File: src/rtl/product_stream_unpacker.sv
// Unpacks {a1,a0} product words through a DEPTH-entry FIFO; a pushed word is visible the cycle after its edge.
// I_ready/O_valid derive from registered occupancy only; last_a0/last_a1 capture each popped tuple.
module product_stream_unpacker #(
  parameter int WIDTH_A1 = 8,
  parameter int DEPTH    = 2,
  parameter int INIT_A0  = 1,
  parameter int INIT_A1  = 2
) (
  input  logic                   CLK,
  input  logic                   RESET,
  input  logic [WIDTH_A1:0]      I_data,
  input  logic                   I_valid,
  output logic                   I_ready,
  output logic                   O_a0,
  output logic [WIDTH_A1-1:0]    O_a1,
  output logic                   O_valid,
  input  logic                   O_ready,
  output logic                   last_a0,
  output logic [WIDTH_A1-1:0]    last_a1,
  output logic [$clog2(DEPTH):0] count,
  output logic                   overflow
);
  localparam int PW = $clog2(DEPTH);
  localparam int CW = PW + 1;
  localparam logic [CW-1:0] FULL = CW'(DEPTH);

  typedef struct packed {
    logic [WIDTH_A1-1:0] a1;
    logic                a0;
  } tuple_t;

  tuple_t        mem_q [DEPTH];
  logic [PW-1:0] wptr_q, wptr_d;
  logic [PW-1:0] rptr_q, rptr_d;
  logic [CW-1:0] count_q, count_d;
  tuple_t        last_q, last_d;
  logic          overflow_q, overflow_d;
  logic          push, pop;
  tuple_t        head;

  assign I_ready = (count_q != FULL);
  assign O_valid = (count_q != '0);
  assign push    = I_valid & I_ready;
  assign pop     = O_valid & O_ready;
  assign head    = mem_q[rptr_q];

  always_comb begin
    wptr_d     = wptr_q;
    rptr_d     = rptr_q;
    count_d    = count_q;
    last_d     = last_q;
    overflow_d = overflow_q | (I_valid & ~I_ready);
    // DEPTH is a power of two, so pointer wrap is plain binary overflow
    if (push) begin
      wptr_d = wptr_q + PW'(1);
    end
    if (pop) begin
      rptr_d = rptr_q + PW'(1);
      last_d = head;
    end
    case ({push, pop})
      2'b10:   count_d = count_q + CW'(1);
      2'b01:   count_d = count_q - CW'(1);
      default: count_d = count_q;
    endcase
  end

  always_ff @(posedge CLK) begin
    if (RESET) begin
      wptr_q     <= '0;
      rptr_q     <= '0;
      count_q    <= '0;
      last_q.a0  <= 1'(INIT_A0);
      last_q.a1  <= WIDTH_A1'(INIT_A1);
      overflow_q <= 1'b0;
    end else begin
      wptr_q     <= wptr_d;
      rptr_q     <= rptr_d;
      count_q    <= count_d;
      last_q     <= last_d;
      overflow_q <= overflow_d;
    end
  end

  // Storage carries no reset; stale entries are unreachable once pointers clear.
  always_ff @(posedge CLK) begin
    if (push && !RESET) begin
      mem_q[wptr_q] <= I_data;
    end
  end

  assign O_a0     = head.a0;
  assign O_a1     = head.a1;
  assign last_a0  = last_q.a0;
  assign last_a1  = last_q.a1;
  assign count    = count_q;
  assign overflow = overflow_q;
endmodule

File: config.mk
export PLATFORM = sky130hd
export DESIGN_NAME = product_stream_unpacker
export DESIGN_NICKNAME = d
export VERILOG_FILES = /design/src/rtl/product_stream_unpacker.sv
export SDC_FILE = /design/constraint.sdc
export NUM_CORES = 1
export LEC_CHECK = 0
export ABC_AREA = 1
export BUFFER_PORTS_ARGS = -buffer_cell sky130_fd_sc_hd__clkbuf_2
export CORE_UTILIZATION = 30
export CTS_CLUSTER_DIAMETER = 40
export CTS_CLUSTER_SIZE = 40
export DETAILED_ROUTE_END_ITERATION = 10
export PLACE_DENSITY = 0.61
export SLEW_MARGIN = 20
export SYNTH_ARGS = -nofsm -noshare
export SYNTH_HDL_FRONTEND = slang
export SYNTH_SLANG_ARGS = --single-unit
File: constraint.sdc
create_clock -name CLK -period 4.3 [get_ports CLK]
set_clock_uncertainty 0.05 [all_clocks]
set_input_delay 1.29 -clock CLK [delete_from_list [all_inputs] [get_ports CLK]]
set_output_delay 1.29 -clock CLK [all_outputs]
set_load 0.01 [all_outputs]
==> summary.md <==
| Metric | Value |
|---|---|
| # hold bufs at CTS | `0` |
| Die height | `69.8 um` |
| Final min period | `2.68 ns` |
| Share of cells above drive strength 1 | `25.5%` |
| PwrDens | `534 mW/mm^2` |
| Post-synth net total | `171` |
| Die Span X | `69.8 um` |
| Relative slew slack | `48.6%` |
| LEAKAGE | `0.000851 uW` |
| Post-DP Area | `0.00158 mm^2` |
| Die Footprint | `0.00487 mm^2` |
| Status | `complete, no violations` |
| Power, Total | `896 uW` |
| Final WL | `2360 um` |
| Final Worst Setup Slack | `1.62 ns` |
| Final Hold Vio Count | `0` |
| Initial Utilization | `31.4%` |
| Worst Setup End Kind | `output port` |
| Vias in the first global route | `889` |
| Post-synthesis sequential area ratio | `61.0%` |
| Post-CTS sizing | `0` |
| Worst hold-check path type | `register to register` |
| Placer congestion estimate | `0.702` |
| RSZ-0062 raised after global routing | `false` |
| Clk root buf | `clkbuf_8` |
| Input/output buffers | `35` |
| Cell taking the most area after synthesis | `edfxtp_1` |
| Synthesized area | `0.00138 mm^2` |
| Dpl ws | `1.38 ns` |
| Starting DRT DRC Count | `59` |
| Final TNS setup | `0 ns` |
| Final-report max-slew violation count | `0` |
| Largest net degree at the start of global routing | `21` |
| Via count | `999` |
| Clock Latency Late Sink | `0.28 ns` |
| DRC | `0` |
| # setup viols final | `0` |
| Netlist cell types | `17` |
| Synthesized area per cell | `8.77 um^2` |
| CTS H-tree lvls | `2` |
| Synth top area cells | `edfxtp_1 39%, dfxtp_1 22%, nand2_1 14%, inv_1 7.6%, nor2_1 6.0%` |
| Post-CTS setup buffer count | `0` |
| Placed Instances | `240` |
| # fillers | `470` |
| Synth Instances | `157` |
| Core Area | `0.00438 mm^2` |
| Post-route design area | `0.00168 mm^2` |
| Fin cells | `248` |
| Vias/cell | `4.03` |
| Rows | `24` |
| Initial antenna violation count | `0` |
| Share of the synthesized area in the top cell type | `39.2%` |
| Yosys reg bits | `33` |
| Hold depth | `2` |
| VDD IR max | `0.187 mV` |
| Tot GR Track Use | `11.1%` |
| Max Freq | `0.373 GHz` |
| Ant. Diodes | `0` |
| CP Launch Type | `register` |
| Sink Count | `33` |
| Fin crit share | `62.4%` |
| 1st-pass router iterations | `4` |
| Total grt overflow | `0` |
| Maximum capacitance violations | `0` |
| Cts bufs inserted | `5` |
| Area Overhead vs Synth | `21.8%` |
| IO Count | `36` |
| Routed length per instance | `9.51 um` |
| First-pass GRT wire length | `3970 um` |
| Worst-Margin Slew | `0.768 ns` |
| Worst path required time | `2.96 ns` |
| Reg clk slew, reported paths | `0.07 ns` |
| Yosys warns | `0` |
| Final ANT Viol Nets | `0` |
| CTS tree | `built` |
| Worst Reg-to-Reg Cells | `4` |
| Crit Path Max Fanout | `10` |
| Crit path DAT | `1.34 ns` |
| Deepest clock path buffer count | `2` |
| Hpwl dp | `1720 um` |
| Layout Nets | `209` |
| Kind of critical path | `register to output port` |
==> synthesized netlist by cell type, drive strengths merged <==
library cell / number
buf: 4
edfxtp: 18
dfxtp: 15
nor2: 25
o21ai: 2
a21oi: 2
nand3: 5
inv: 30
nand2: 54
nand4: 1
ha: 1
==> worst paths after layout <==
check	startpoint	endpoint	slack [ns]
worst min-delay path	overflow$_SDFF_PP0_	overflow$_SDFF_PP0_	0.40
worst min register to register	overflow$_SDFF_PP0_	overflow$_SDFF_PP0_	0.40
worst max-delay path	register	O_a1[7]	1.62
worst max register to register	count[0]$_SDFFE_PP0P_	mem_q[1][4]$_DFFE_PP_	2.53
==> power by group <==
part	total [uW]	internal, uW	switching (uW)
Sequential	412	379	33.1
Clock	254	145	109
Combinational	230	86.0	144
Total	896	609	286
==> area by class of cell <==
cell class / instances / area [um^2] / share of cell area, %
Clock buffer: 7 / 96.3 / 5.74
Multi-Input combinational cell: 90 / 383 / 22.8
Tap cell: 52 / 65.1 / 3.88
Clock inverter: 1 / 5.00 / 0.298
Timing Repair Buffer: 35 / 175 / 10.4
Inverter: 30 / 113 / 6.71
Sequential cell: 33 / 841 / 50.1
==> routing by layer <==
| metal | global-route usage [%] | vias up | wire length, um |
|---|---|---|---|
| li1 | - | 547 | - |
| met1 | 12.8 | 420 | 1080 |
| met2 | 16.3 | 30 | 1100 |
| met3 | 5.52 | 2 | 148 |
| met4 | 6.67 | 0 | 31 |
| met5 | 0 | - | 0 |
==> logic make-up (layout without fill, tap and decap cells) <==
group,count (synthesis),count (layout),share of synthesized area [%]
AO/OA/AOI/OAI,4,4,1.45
flip-flops,33,33,61.0
buffers and inverters,34,73,11.2
AND/OR/NAND/NOR,85,85,25.4
adder cells (fa/ha/maj),1,1,0.908
==> critical path, stage by stage, from the launching register on <==
cell and delay [ns]:
dfxtp_1 0.53, inv_2 0.16, nand2_1 0.09, nand2_1 0.09, inv_1 0.06, clkbuf_2 0.12
==> cell usage in the layout, fill, tap and decap left out, types with 2 or more instances in the layout <==
cell,Yosys,routed
inv_2,2,2
inv_1,28,28
clkbuf_2,0,35
nor2_2,2,2
clkbuf_8,0,7
a21oi_1,2,2
nand2_1,52,52
edfxtp_1,18,18
dfxtp_1,15,15
nor2_1,22,22
o21ai_0,2,2
nand3_1,5,5
==> registers in the layout, summed over array words and instances, names as in the netlist, named ones only <==
name / cells
overflow: 1
wptr_q: 1
last_a0: 1
rptr_q: 1
count: 2
last_a1: 8
mem_q: 18
==> metrics by stage <==
step / utilization [%] / hold WS, ns
floorplan: - / 0.418
global placement: 36.0 / 0.387
detailed placement: 36.0 / 0.392
CTS: 38.3 / 0.402
global route: 38.3 / 0.436
finish: 38.3 / 0.399
(Power assumes the default switching activity.)
